## config.mk

```make
export PLATFORM = sky130hd
export DESIGN_NAME = round_sequencer
export DESIGN_NICKNAME = d
export VERILOG_FILES = /design/src/rtl/round_sequencer.sv
export SDC_FILE = /design/constraint.sdc
export NUM_CORES = 1
export LEC_CHECK = 0
export ABC_CLOCK_PERIOD_IN_PS = 4400
export CAP_MARGIN = 20
export CORE_ASPECT_RATIO = 1.1
export CORE_MARGIN = 5
export CORE_UTILIZATION = 51
export CTS_CLUSTER_DIAMETER = 60
export DETAILED_ROUTE_END_ITERATION = 10
export GPL_TIMING_DRIVEN = 0
export PLACE_DENSITY = 0.69
export SYNTH_ARGS = -nofsm -noshare
export SYNTH_HDL_FRONTEND = slang
export SYNTH_SLANG_ARGS = --single-unit
export TNS_END_PERCENT = 100
```

## constraint.sdc

```tcl
create_clock -name clk -period 4.4 [get_ports clk]
set_clock_uncertainty 0.2 [all_clocks]
set_input_delay 0.88 -clock clk [delete_from_list [all_inputs] [get_ports clk]]
set_output_delay 0.88 -clock clk [all_outputs]
set_load 0.005 [all_outputs]
```

## src/rtl/round_sequencer.sv

```systemverilog
// round_sequencer: game-round FSM that generates, shows and checks a random button pattern
module round_sequencer #(
  parameter int          SHOW_TICKS    = 25_000_000,
  parameter int          GAP_TICKS     = 12_500_000,
  parameter int          TIMEOUT_TICKS = 250_000_000,
  parameter logic [15:0] LFSR_SEED     = 16'hACE1
) (
  input  logic       clk,
  input  logic       rst,
  input  logic       start,
  input  logic [1:0] difficulty,
  input  logic       press_valid,
  input  logic [2:0] press_idx,
  output logic       show_valid,
  output logic [2:0] show_idx,
  output logic       capture_en,
  output logic       trim_clear,
  output logic       busy,
  output logic       pass,
  output logic       fail,
  output logic [4:0] progress,
  output logic [4:0] seq_len
);
  typedef enum logic [2:0] {IDLE, GEN, SHOW_ON, SHOW_GAP, WAIT_IN, PASS, FAIL} state_t;
  localparam logic [27:0] SHOW_END = 28'(SHOW_TICKS - 1);
  localparam logic [27:0] GAP_END  = 28'(GAP_TICKS - 1);
  localparam logic [27:0] TO_END   = 28'(TIMEOUT_TICKS - 1);
  state_t      state, state_d;
  logic [15:0] lfsr, lfsr_d, lfsr_step;
  logic [27:0] tick, tick_d;
  logic [4:0]  k, k_d, k_inc, progress_d, seq_len_d;
  logic [2:0]  pattern [16];
  logic        hit;
  logic        show_valid_d, capture_en_d, trim_clear_d, busy_d, pass_d, fail_d;
  logic [2:0]  show_idx_d;
  assign lfsr_step = lfsr[0] ? (lfsr >> 1) ^ 16'hB400 : lfsr >> 1;
  assign k_inc     = (k == 5'd16) ? k : k + 5'd1;
  assign hit       = press_idx == pattern[k[3:0]];
  // next state and datapath values
  always_comb begin
    state_d    = state;
    lfsr_d     = lfsr;
    tick_d     = tick + 28'd1;
    k_d        = k;
    progress_d = progress;
    seq_len_d  = seq_len;
    case (state)
      IDLE, PASS, FAIL: begin
        lfsr_d = lfsr_step;
        if (start) begin
          seq_len_d  = {1'b0, difficulty, 2'b00} + 5'd4;
          progress_d = 5'd0;
          k_d        = 5'd0;
          state_d    = GEN;
        end
      end
      GEN: begin
        lfsr_d  = lfsr_step;
        k_d     = (k_inc == seq_len) ? 5'd0 : k_inc;
        tick_d  = 28'd0;
        state_d = (k_inc == seq_len) ? SHOW_ON : GEN;
      end
      SHOW_ON: if (tick == SHOW_END) begin
        tick_d  = 28'd0;
        state_d = SHOW_GAP;
      end
      SHOW_GAP: if (tick == GAP_END) begin
        tick_d  = 28'd0;
        k_d     = (k_inc == seq_len) ? 5'd0 : k_inc;
        state_d = (k_inc == seq_len) ? WAIT_IN : SHOW_ON;
      end
      WAIT_IN: begin
        if (press_valid && hit) begin
          k_d        = k_inc;
          progress_d = (progress == 5'd16) ? progress : progress + 5'd1;
          tick_d     = 28'd0;
          state_d    = (k_inc == seq_len) ? PASS : WAIT_IN;
        end else if (press_valid || tick == TO_END) begin
          state_d = FAIL;
        end
      end
      default: state_d = IDLE;
    endcase
  end
  // registered outputs are derived from the upcoming state so they track it exactly
  always_comb begin
    show_valid_d = state_d == SHOW_ON;
    show_idx_d   = show_valid_d ? pattern[k_d[3:0]] : 3'd0;
    capture_en_d = state_d == WAIT_IN;
    trim_clear_d = state == SHOW_GAP && state_d == WAIT_IN;
    busy_d       = state_d inside {GEN, SHOW_ON, SHOW_GAP, WAIT_IN};
    pass_d       = state_d == PASS;
    fail_d       = state_d == FAIL;
  end
  // state, datapath and output registers
  always_ff @(posedge clk) begin
    if (!rst) begin
      state      <= IDLE;
      lfsr       <= LFSR_SEED;
      tick       <= 28'd0;
      k          <= 5'd0;
      progress   <= 5'd0;
      seq_len    <= 5'd0;
      show_valid <= 1'b0;
      show_idx   <= 3'd0;
      capture_en <= 1'b0;
      trim_clear <= 1'b0;
      busy       <= 1'b0;
      pass       <= 1'b0;
      fail       <= 1'b0;
    end else begin
      state      <= state_d;
      lfsr       <= lfsr_d;
      tick       <= tick_d;
      k          <= k_d;
      progress   <= progress_d;
      seq_len    <= seq_len_d;
      show_valid <= show_valid_d;
      show_idx   <= show_idx_d;
      capture_en <= capture_en_d;
      trim_clear <= trim_clear_d;
      busy       <= busy_d;
      pass       <= pass_d;
      fail       <= fail_d;
    end
  end
  // pattern store, filled one element per GEN cycle
  always_ff @(posedge clk) begin
    if (state == GEN) pattern[k[3:0]] <= lfsr[2:0];
  end
endmodule

```

---- Yosys cells after proc, flatten, opt, wreduce, memory -nomap -nowiden ----
Memory sizes are Yosys's and may differ from the RTL's. A register that Yosys moved wholly into a read port is not among the register bits.
Cells that the tools add are included.
operators by class
  add/subtract/negate cells ............... 4
  equality and inequality tests ........... 23
  multiplexer cells ....................... 27
  bitwise operators ....................... 1
  reductions and logical operators ........ 14
operators by type and width
  operator               number
  $pmux 28 s4            1
  $mux 28                3
  $mux 5                 8
  $add 28x1->28 const B  1
  $eq 28x24->1 const B   1
  $eq 28x25->1 const B   1
  $eq 28x28->1 const B   1
  $pmux 5 s4             1
  $eq 3x3->1 const B     6
  $mux 3                 6
  $mux 16                1
  $pmux 3 s5             1
  $eq 3x2->1 const B     4
  $add 5x1->5 const B    2
  $eq 5x5->1 const B     2
  $pmux 5 s2             1
  $ne 2x2->1 const B     4
  $reduce_and 4->1       2
  $reduce_bool 4->1      2
  $eq 3x1->1 const B     2
  $add 4x3->5 const B    1
  $eq 5x5->1             1
  $mux 4                 1
  $not 3->4              1
  other kinds (11)       15
word-level totals
  flip-flop bits (word level) ............. 68
  bits in writable memories ............... 48
  input port bits ......................... 9
  output and inout bits ................... 19
  word-level logic and storage cells ...... 83
  memories kept ........................... 1
memory list
  memory   words  width  read ports  clocked after Yosys merged registers in  wr ports  RTL line  text
  pattern  16     3      2           2                                        1         32        logic [2:0] pattern [16];

---- Depth between registers and ports, before layout ----
  word-level depth ........................ 9
  gate-level depth with buffers ........... 16
  mapped depth without buffers ............ 13

---- Least setup slack after synthesis ----
Ideal clock, no wire load.
  kind .................................... register to register
  start point ............................. register k[1]
  end point ............................... register show_idx[0], read port of pattern
  setup time .............................. 70 ps
  arrival time ............................ 3,514 ps
  required time ........................... 4,130 ps
  slack ................................... 616 ps
  stages on the path, launching flop included .. 16
  buffers on the path ..................... 2
  period minus slack after synthesis ...... 3,784 ps
  cells stage by stage .................... dfxtp_1 -> buf_4 -> buf_2 -> inv_1 -> ha_1 -> and4bb_1 -> nor4b_1 -> a211oi_1 -> nor4_4 -> nand2b_1 -> mux4_2 -> a31o_2 -> nor4_1 -> nand2b_1 -> a311oi_1 -> o2bb2ai_1
on the way
  cells in the longest elaborated chain, start to end .. 9
  elaborated cells on any way between the ends .. 18
  classes of those cells .................. add/sub: 1; eq/ne: 3; mux: 12; reduce/logical: 2
ends and longest elaborated chain
  item                                              RTL line  text
  start, declared                                   31        logic [4:0] k, k_d, k_inc, progress_d, seq_len_d;
  start signal, assigned                            115       k <= k_d;
  $add 5x1->5 / $eq 5x5->1 (equally long branches)  37        assign k_inc = (k == 5'd16) ? k : k + 5'd1;
  $mux 5                                            37
  $eq 5x5->1                                        n/a
  $mux 1 / $mux 3 (equally long branches)           77, 70
  $mux 3, on equally long branches                  73, 67
  $pmux 3 s5                                        47        case (state)
  $eq 3x2->1                                        87        show_valid_d = state_d == SHOW_ON;
  $reduce_and 2->1 (no line)                        n/a
  $logic_not 1->1 (no line)                         n/a
  end, declared                                     15        output logic [2:0] show_idx,
Several ways; a longest one is shown, not always the timed one. The select of a mux whose other input is x is not followed.
A chain may end at the register's enable or synchronous reset.

---- Worst setup path after layout ----
  start point ............................. register k[0]
  end point ............................... register show_idx[1], read port of pattern
Same word-level chain as after synthesis.

==> flow_metrics.tcl <==
set metrics [dict create \
    vias 4461 \
    hold_violations 0 \
    cts_buffer_depth 2 \
    final_common_cell "dfxtp_1" \
    path_class "reg2reg" \
    detail-route-antenna-nets 0 \
    fin_tns_setup_ns 0 \
    dp_slack_ns -0.484 \
    dieWidth_um 112 \
    slew_headroom 0.360 \
    r2r-end "show_idx[1]" \
    crit_end "show_idx[1]" \
    start_util 0.516 \
    avgRoutedWirePerCell_um 17.5 \
    cts_sinks 117 \
    cts_buffers 17 \
    power_density_nw_per_um2 394 \
    layout-drive-gt1-share 0.0908 \
    drt_iter0_drc 264 \
    dpl.hpwl_um 9860 \
    filler_cell_count 968 \
    worstReg2RegStart "k[0]" \
    num_rows 41 \
    cts.root.buffer_cell "clkbuf_16" \
    startpoint "k[0]" \
    min_period_ns 4.23 \
    cp_max_fo 10 \
    place.gp.congestion 0.943 \
    drt-total-wl_um 13600 \
    syn_avg_cell_area_um2 10.3 \
    final_cells 778 \
    period_share 0.961 \
    layout_common_cells "dfxtp_1, nor2_1, nand2_1, mux2i_1, edfxtp_1" \
    synth_flop_cell "dfxtp_1" \
    hold_path_class "reg2reg" \
    crit_path_start_kind "flip-flop" \
    r2r_cells 13 \
    overflow 0 \
    crit_arrival_ns 4.33 \
    ys_seq_area_frac 0.480 \
    core_area_um2 11400 \
    htree_levels 4 \
    grt_max_degree 20 \
    nNetsFinal 632 \
    grt_usage 0.207 \
    grt_pass1_vias 4497 \
    drt-vias-per-instance 5.73 \
    yosysWarnings 0 \
    status "completed" \
    cts_tree "done" \
    io_pins 28 \
    finalWorstSetupSlack_ns 0.170 \
    antenna_found_initial 0 \
    antenna_cells 0 \
    portBuffers 23 \
    die_y_um 123 \
    clk_latency_ns 0.41 \
    max-cap-violations 0 \
    syn_to_final_growth_pct 17.4 \
    synth_area_um2 5880 \
    die_area_um2 13800 \
    endpoint_kind "flip-flop" \
    synth_cells 570 \
    synth-edff-count 48 \
    async_flop_share 0 \
    grt_first_pass_wirelength_um 22100 \
    firstDrtPassIters 5 \
    tightest_slew_ns 0.952 \
    synth_cell_types 68 \
    clock.fmax_ghz 0.236 \
    maxSlewViolCount 0 \
    rsz0062_at_grt "no" \
    irDropWorstVdd_v 0.000242 \
    dp.cells 744 \
    drc_errors 0 \
    yosys_register_bits 117 \
    p_leak_nw 2.48 \
    setup_viol 0 \
    r2r_setup_slack_ns 0.17 \
    clk_pin_slew_ns 0.05 \
    worstPathRequired_ns 4.49 \
]
==> final cells by class <==
type,instances,area (um^2),share of cell area
multi-input cells,412,2900,0.420
clock buffers,27,503,0.0729
repair buffers,26,265,0.0384
well taps,150,188,0.0272
clock inverters,5,25.0,0.00363
plain buffers,26,143,0.0207
inverters,15,56.3,0.00816
flip-flops and latches,117,2820,0.409
==> repair_timing <==
action | 4_1_cts | 5_1_grt
gates cloned | 0 | 0
endpoints found under the setup margin | 4 | 3
pin swaps | 1 | 2
hold buffers | 0 | 0
resized for setup | 2 | 6
endpoints found under the hold margin | 0 | 0
buffers inserted | 1 | 2
==> layer usage <==
| metal | part of all wire | GRT usage |
|---|---|---|
| met5 | 0 | 0 |
| met4 | 0.039 | 0.101 |
| met3 | 0.049 | 0.0508 |
| met2 | 0.50 | 0.358 |
| met1 | 0.41 | 0.241 |
==> kinds of logic (layout without fill, tap and decap cells) <==
logic type                 count (synthesis)  in the layout  synth area share
DFF                                      117            117             0.480
AOI/OAI and AO/OA                         75             75            0.0928
xor gates and xnor gates                  39             39            0.0581
adders and majority gates                  9              9            0.0187
other                                      1              2          0.000638
and+or+nand+nor                          225            225             0.192
muxes                                     62             62             0.125
buffers and inverters                     42             99            0.0326
==> worst max-delay path: stages (launching register included) <==
cell,delay (ns)
dfxtp_1,0.37
buf_6,0.17
buf_2,0.26
mux4_2,0.55
mux2i_1,0.17
xor2_1,0.16
o211ai_1,0.19
a21oi_4,0.41
nor3_1,0.12
a311oi_2,0.73
inv_2,0.27
mux2i_1,0.19
mux2i_1,0.20
o22ai_1,0.11
==> flip-flops by register name (all words and copies together), names as in the netlist, 3 cells and up <==
| register | flops |
|---|---|
| show_idx | 3 |
| state | 3 |
| lfsr | 16 |
| pattern | 48 |
| k | 5 |
| progress | 5 |
| seq_len | 3 |
| tick | 28 |
==> through the flow <==
stage | area, um^2 | hold slack (ns) | total power [mW] | utilization
global placement | 6300 | 0.236 | 1.50 | 0.553
floorplan | 5880 | 0.230 | 1.42 | -
CTS | 6860 | 0.253 | 2.72 | 0.602
global route | 6900 | 0.261 | 2.82 | 0.606
finish | 6900 | 0.253 | 2.72 | 0.606
detailed placement | 6300 | 0.244 | 1.50 | 0.553
==> cell usage after synthesis, types with 11 or more instances <==
| library cell | instances | area share |
|---|---|---|
| inv_1 | 13 | 0.0083 |
| o21ai_0 | 11 | 0.0094 |
| and2_1 | 23 | 0.024 |
| mux2i_1 | 53 | 0.090 |
| xor2_1 | 20 | 0.030 |
| nand2_1 | 53 | 0.034 |
| xnor2_1 | 19 | 0.028 |
| clkbuf_1 | 18 | 0.011 |
| dfxtp_1 | 69 | 0.23 |
| nor2_1 | 65 | 0.041 |
| a21oi_1 | 19 | 0.016 |
| nand3_1 | 20 | 0.017 |
| edfxtp_1 | 48 | 0.25 |
| nor3_1 | 13 | 0.011 |
==> worst min-delay path by stage <==
stage                     startpoint      end  cells after the start
final                        lfsr[4]  lfsr[3]                      2
after global routing         lfsr[4]  lfsr[3]                      2
after CTS                    lfsr[3]  lfsr[2]                      2
after detailed placement     lfsr[3]  lfsr[2]                      2
after floorplan              tick[0]  tick[0]                      1
after global placement       lfsr[4]  lfsr[3]                      2
==> power breakdown <==
| group | total, mW | internal [mW] | switching [mW] | leakage (nW) |
|---|---|---|---|---|
| clock | 1.22 | 0.772 | 0.450 | 0.265 |
| sequential | 1.19 | 1.16 | 0.0279 | 1.00 |
| combinational | 0.304 | 0.129 | 0.175 | 1.21 |
(Power assumes the default switching activity.)
